===== src/rtl/sensor_scanner.sv =====
// sensor_scanner: dwell-timed auto/manual sensor sampler with sticky threshold alarms and max tracking
module sensor_scanner #(
    parameter int N_SENSORS = 8,
    parameter int WIDTH = 4,
    parameter int DWELL = 2,
    localparam int SW = $clog2(N_SENSORS)
) (
    input  logic                         clk,
    input  logic                         reset,
    input  logic [N_SENSORS*WIDTH-1:0]   sensors,
    input  logic                         mode,
    input  logic [SW-1:0]                sel,
    input  logic [WIDTH-1:0]             threshold,
    input  logic                         clear_alarm,
    output logic [WIDTH-1:0]             data,
    output logic [SW-1:0]                channel,
    output logic                         valid,
    output logic [N_SENSORS-1:0]         alarm,
    output logic [WIDTH-1:0]             max_value,
    output logic [SW-1:0]                max_channel
);
    localparam int CW = DWELL > 1 ? $clog2(DWELL) : 1;
    logic [CW-1:0] cnt;
    logic [SW-1:0] ptr, ch;
    logic [WIDTH-1:0] rd [N_SENSORS];
    logic [WIDTH-1:0] val;
    logic sample, load;
    logic [N_SENSORS-1:0] alarm_nxt;
    for (genvar i = 0; i < N_SENSORS; i++) begin : g_rd
        assign rd[i] = sensors[i*WIDTH +: WIDTH];
    end
    // a coincident clear wipes the old state first, so the sample always loads max
    always_comb begin
        sample = cnt == CW'(DWELL - 1);
        ch = mode ? ptr : ({1'b0, sel} < (SW+1)'(N_SENSORS) ? sel : '0);
        val = rd[ch];
        load = sample && (clear_alarm || val > max_value);
        alarm_nxt = (clear_alarm ? '0 : alarm) | (N_SENSORS'(sample && val >= threshold) << ch);
    end
    always_ff @(posedge clk or posedge reset) begin
        if (reset) begin
            cnt <= '0;
            ptr <= '0;
            data <= '0;
            channel <= '0;
            valid <= 1'b0;
            alarm <= '0;
            max_value <= '0;
            max_channel <= '0;
        end else begin
            cnt <= sample ? '0 : cnt + 1'b1;
            valid <= sample;
            alarm <= alarm_nxt;
            if (sample) begin
                data <= val;
                channel <= ch;
            end
            if (sample && mode)
                ptr <= ptr == SW'(N_SENSORS - 1) ? '0 : ptr + 1'b1;
            if (load) begin
                max_value <= val;
                max_channel <= ch;
            end else if (clear_alarm) begin
                max_value <= '0;
                max_channel <= '0;
            end
        end
    end
endmodule


===== config.mk =====
export PLATFORM = sky130hd
export DESIGN_NAME = sensor_scanner
export DESIGN_NICKNAME = d
export VERILOG_FILES = /design/src/rtl/sensor_scanner.sv
export SDC_FILE = /design/constraint.sdc
export NUM_CORES = 1
export LEC_CHECK = 0
export ABC_AREA = 1
export CAP_MARGIN = 20
export CORE_ASPECT_RATIO = 1.2
export CORE_MARGIN = 8
export CORE_UTILIZATION = 30
export CTS_CLUSTER_DIAMETER = 120
export DETAILED_ROUTE_END_ITERATION = 12
export DONT_BUFFER_PORTS = 1
export PLACE_DENSITY_LB_ADDON = 0.2
export SYNTH_ARGS = -nofsm -noshare
export SYNTH_HDL_FRONTEND = slang
export SYNTH_SLANG_ARGS = --single-unit

===== constraint.sdc =====
create_clock -name clk -period 3.2 [get_ports clk]
set_clock_uncertainty 0.1 [all_clocks]
set_input_delay 0.64 -clock clk [delete_from_list [all_inputs] [get_ports clk]]
set_output_delay 0.64 -clock clk [all_outputs]
set_load 0.01 [all_outputs]

## Word level (Yosys, flattened, before mapping)

Index checks and enable logic that the tools add are counted.

| storage, ports and cells | value |
|---|---|
| output and inout port bits | 23 |
| bits in registers | 27 |
| word-level logic and storage cells | 33 |
| input port bits | 43 |

| operators by class | value |
|---|---|
| reduce and logical (&&, ||, !) cells | 5 |
| multiplexer cells | 11 |
| $add $sub $neg | 2 |
| bitwise logic cells | 2 |
| equal/unequal tests | 1 |
| shift operators | 1 |
| $lt $le $gt $ge | 3 |

Operators with widths:

| kind | count |
|---|---|
| two-way mux 4 bit | 4 |
| binary-select mux 4 bit (select 3 bit) | 1 |
| two-way mux 3 bit | 4 |
| two-way mux 8 bit | 1 |
| bitwise OR 8 bit | 1 |
| left shift 1 x 3 -> 8 bit | 1 |
| >= comparator 4 bit | 1 |
| >= comparator 4 bit, second input constant | 1 |
| > comparator 4 bit | 1 |
| inverter 3 -> 4 bit | 1 |
| adder 3 x 1 -> 3 bit, second input constant | 1 |
| equality test 3 bit, second input constant | 1 |
| logical AND 1 bit | 3 |
| nonzero test 2 bit | 1 |
| adder 1 bit, second input constant | 1 |
| logical OR 1 bit | 1 |
| two-way mux 1 bit | 1 |

## Logic depth before layout (Yosys ltp)

| depth | value |
|---|---|
| depth in word-level cells | 9 |
| gate-level depth with buffers | 22 |
| gate-level depth less buffers | 21 |

## Worst setup path after synthesis

No wires, ideal clock.

| timing path | value |
|---|---|
| path kind | input to register |
| start point | input mode |
| end point | register max_value[0] |
| path buffers | 1 |
| setup time | 0.117 ns |
| arrival | 2.324 ns |
| slack | 0.659 ns |
| data required time | 2.983 ns |
| stages | 16 |
| cell sequence | buf_6 > o21ai_2 > inv_2 > nand3_1 > nand2_2 > ha_1 > nand2_1 > inv_1 > nand2_1 > nand2_1 > nand2_1 > nand2_1 > nand2_1 > inv_1 > nand2_1 > nand2_1 |

| between the ends | value |
|---|---|
| longest elaborated chain between the ends | 9 |
| elaborated cells on any way between the ends | 10 |
| classes of those cells | order compare: 1; mux: 5; bitwise: 1; reduce/logical: 3 |

RTL lines:

| element | line | RTL |
|---|---|---|
| start, declared | 11 | `input logic mode,` |
| two-way mux 3 bit * | 35 | `ch = mode ? ptr : ({1'b0, sel} < (SW+1)'(N_SENSORS) ? sel : '0);` |
| inverter 3 -> 4 bit (not written as such) * | 36 | `val = rd[ch];` |
| binary-select mux 4 bit (select 3 bit) * | 36 |  |
| two-way mux 4 bit (not written as such) * (2 in a row) | 36 |  |
| named net val[3] | 26 | `logic [WIDTH-1:0] val;` |
| > comparator 4 bit * | 37 | `load = sample && (clear_alarm \|\| val > max_value);` |
| logical OR 1 bit * | 37 |  |
| logical AND 1 bit * | 37 |  |
| two-way mux 4 bit / nonzero test 2 bit (equally long branches) | - |  |
| end signal, assigned | 61 | `max_value <= val;` |
| end, declared | 19 | `output logic [WIDTH-1:0] max_value,` |

The timed path passes the listed nets; every way through them passes the cells marked *. The select of a mux whose other input is x is not followed.
A chain may end at the register's enable or synchronous reset.

## Final worst setup path

| timing path | value |
|---|---|
| start point | register ptr[1] |
| end point | register alarm[6] |

| between the ends | value |
|---|---|
| longest elaborated chain between the ends | 9 |

RTL lines:

| element | line | RTL |
|---|---|---|
| start, declared | 24 | `logic [SW-1:0] ptr, ch;` |
| start signal, assigned | 59 | `ptr <= ptr == SW'(N_SENSORS - 1) ? '0 : ptr + 1'b1;` |
| two-way mux 3 bit * | 35 |  |
| inverter 3 -> 4 bit (not written as such) | 36 |  |
| binary-select mux 4 bit (select 3 bit) | 36 |  |
| two-way mux 4 bit (not written as such) (2 in a row) | 36 |  |
| >= comparator 4 bit | 38 | `alarm_nxt = (clear_alarm ? '0 : alarm) \| (N_SENSORS'(sample && val >= threshold) << ch);` |
| logical AND 1 bit | 38 |  |
| left shift 1 x 3 -> 8 bit * | 38 |  |
| bitwise OR 8 bit * | 38 |  |
| named net alarm_nxt[6] | 28 | `logic [N_SENSORS-1:0] alarm_nxt;` |
| end signal, assigned | 53 | `alarm <= alarm_nxt;` |
| end, declared | 18 | `output logic [N_SENSORS-1:0] alarm,` |

Marked as above.

==> results.md <==
- Top FF cell, synth: dfrtp_1
- Period utilisation layout: 80.97%
- Sequential cell area fraction in the yosys report: a little under 40%
- Post-CTS Setup Inserts: 0
- First-pass GRT wire length: roughly 8000 um
- DRC violations left: 0
- Clk sink count: 27
- Max Cap Violations: 0
- Fin crit period: 2.591 ns
- Fmax achieved: between 300 and 400 MHz
- Status: finished, final reports clean
- Arrival @ worst endpoint: around 2.7 ns
- Die area: approximately 8600 um^2
- Worst vdd ir: ~270 uV
- CP endpoint kind: flip-flop
- Sum Neg Setup Slack: 0 ns
- Core Region: roughly 5700 um^2
- GRT busiest layer: met2
- Count leader, synth: nand2_1
- Yosys top cell area share: between 30% and 40%
- R2R setup slack: 0.61 ns
- Cells after Synth: roughly 240
- Die height: 99.77 um
- Area of the multi-input gates: ~900 um^2
- 1st-iter DRT viols: 66
- Root Driver: clkbuf_8
- Hold buffers post-CTS: 0
- YS warnings: 0
- Layout cells sized above 1: about 9.7%
- Crit path kind: flip-flop to flip-flop
- P&R area growth vs syn: 6.562%
- Syn Nets: between 200 and 300
- PortBufs: 0
- Routability cong.: around 0.75
- Pre-Repair DR Iteration Count: 4
- Clock-pin slew on the worst setup and hold paths: 0.10 ns
- Post-synth top area cell: dfrtp_1
- Mapped cell area: around 1800 um^2
- Netlist cell types: 22
- RSZ-0062 raised after global routing: no
- Fin cells: about 320
- Rows: 30
- Power density cells: roughly 650 nW/um^2
- Clk_lat worst skew: 0.28 ns
- Count of final max-slew check failures: 0
- Via/cell ratio: around 4.7
- TritonCTS clock tree: done
- Largest net degree at the start of global routing: 18
- Startpoint types: flip-flop
- Placed Cells: about 310
- Filler Cells Inserted: approximately 650
- Worst path required time: 3.31 ns
- Worst Tran Pin Value: around 0.54 ns
- Nets: approximately 290
- Clk buf depth: 2
- Post-DRT Antenna Nets: 0
- Met2 Use GR: approximately 21%
- Die Wd: 85.81 um
- # setup viols final: 0
- H-tree Lvls: 1
- Total clock buffers created by CTS: 3
- EDFF count, synth: 0
- Met1 usage: 13.77%
- Hold Vio Cnt, Final: 0
- Cell Area, Placed: 1823 um^2
- HPWL reported at the end of detailed placement: ~4000 um
- IO Pins: 66
- Largest cells by area after synthesis: dfrtp_1 39%, nand2_1 19%, nand3_1 12%
- Initial cell density of the core: a little under a third
- Total wire length: 4907 um
- Average wire per standard cell: roughly 15 um
- Ant diodes: 0
- Total track usage: 12.24%
- Final non-filler cell area: ~1900 um^2
- Vias post-DR: 1487
- Flops & latches, synth: 27
- Slew Limit Headroom: between 60 and 70%
- Hold Path Class: primary input to async pin
- Static Leak: between 1 and 1.5 nW
- Crit Path Max Fanout: 13
- FFs w/ async S/R, synth: 100.0%
- Most common library cells after synthesis: 88 x nand2_1, 41 x nand3_1, 29 x inv_1, 27 x dfrtp_1, 10 x ha_1
- Post-cts resize count: 0
- Number of global-route vias before repair: between 1500 and 2000
- Global route overflow: 0
- Syn Area/Cell: around 7.4 um^2
- Register area: 675.6 um^2
- GR Util met3: approximately 4.5%
- Initial antenna violation count: 0
## area by class of cell
class	count	area share, %
clock buffer	3	2.209
clock inverter	1	0.2677
inverter	31	6.493
multi-input combinational	172	47.26
sequential	27	36.14
tap	80	5.355
timing repair buffer	3	2.276
## layer usage
metal / routed length (um) / share of wire, %
met2: 2490 / 51
met3: 398 / 8.1
met4: 42 / 0.86
met5: 0 / 0
met1: 1975 / 40
## layout by cell type, fill, tap and decap left out, drive strengths merged
cell type,n
nand4,8
a21oi,3
clkbuf,3
ha,10
buf,3
nand3,43
nor2,2
o21ai,9
inv,31
clkinv,1
nand2,97
dfrtp,27
## final timing paths
path,from,endpoint,depth (start not counted)
min,reset,max_channel[1],1
min reg2reg,ptr[2],ptr[2],2
min in group clk,ptr[2],ptr[2],2
max reg2reg,ptr[1],alarm[6],15
max,ptr[1],alarm[6],15
max in group asynchronous,reset,alarm[5],2
## kinds of logic after synthesis
group                      share of synthesized area (%)
AOI/OAI and AO/OA                                  4.493
adders and majority gates                          7.133
buffers and inverters                              11.13
DFF                                                38.52
and+or+nand+nor                                    38.73
## report_power, final
| part | total, mW | switching (mW) | leakage (nW) | internal [mW] |
|---|---|---|---|---|
| Sequential | 0.512 | 0.0920 | 0.347 | 0.420 |
| Combinational | 0.513 | 0.334 | 0.650 | 0.179 |
| Clock | 0.197 | 0.110 | 0.0255 | 0.0874 |
## sequential cells by signal (all words and copies together), names as in the netlist
signal and cells:
alarm 8, data 4, max_value 4, channel 3
max_channel 3, ptr 3, cnt 1, valid 1
## metrics by stage
step	setup slack, ns	hold WS (ns)	utilization [%]	power, mW
CTS	0.6007	0.1778	32.98	1.246
finish	0.6090	0.1650	32.98	1.222
global placement	0.4693	0.4271	31.68	1.038
detailed placement	0.3383	0.4223	32.16	1.043
global route	0.3922	0.1939	32.98	1.356
floorplan	0.6595	0.3696	-	0.9158
## worst max-delay path: stages, from the launching register on
cell,delay (ns)
dfrtp_1,0.39
inv_1,0.13
nand2_1,0.09
o21ai_2,0.22
nand3_1,0.14
nand2_1,0.11
nand2_1,0.05
nand2_1,0.11
inv_1,0.07
ha_1,0.27
inv_1,0.04
nand2_1,0.05
a21oi_1,0.06
o21ai_1,0.42
nand4_1,0.18
nand2_1,0.11
Power figures use the tool's default switching activity.
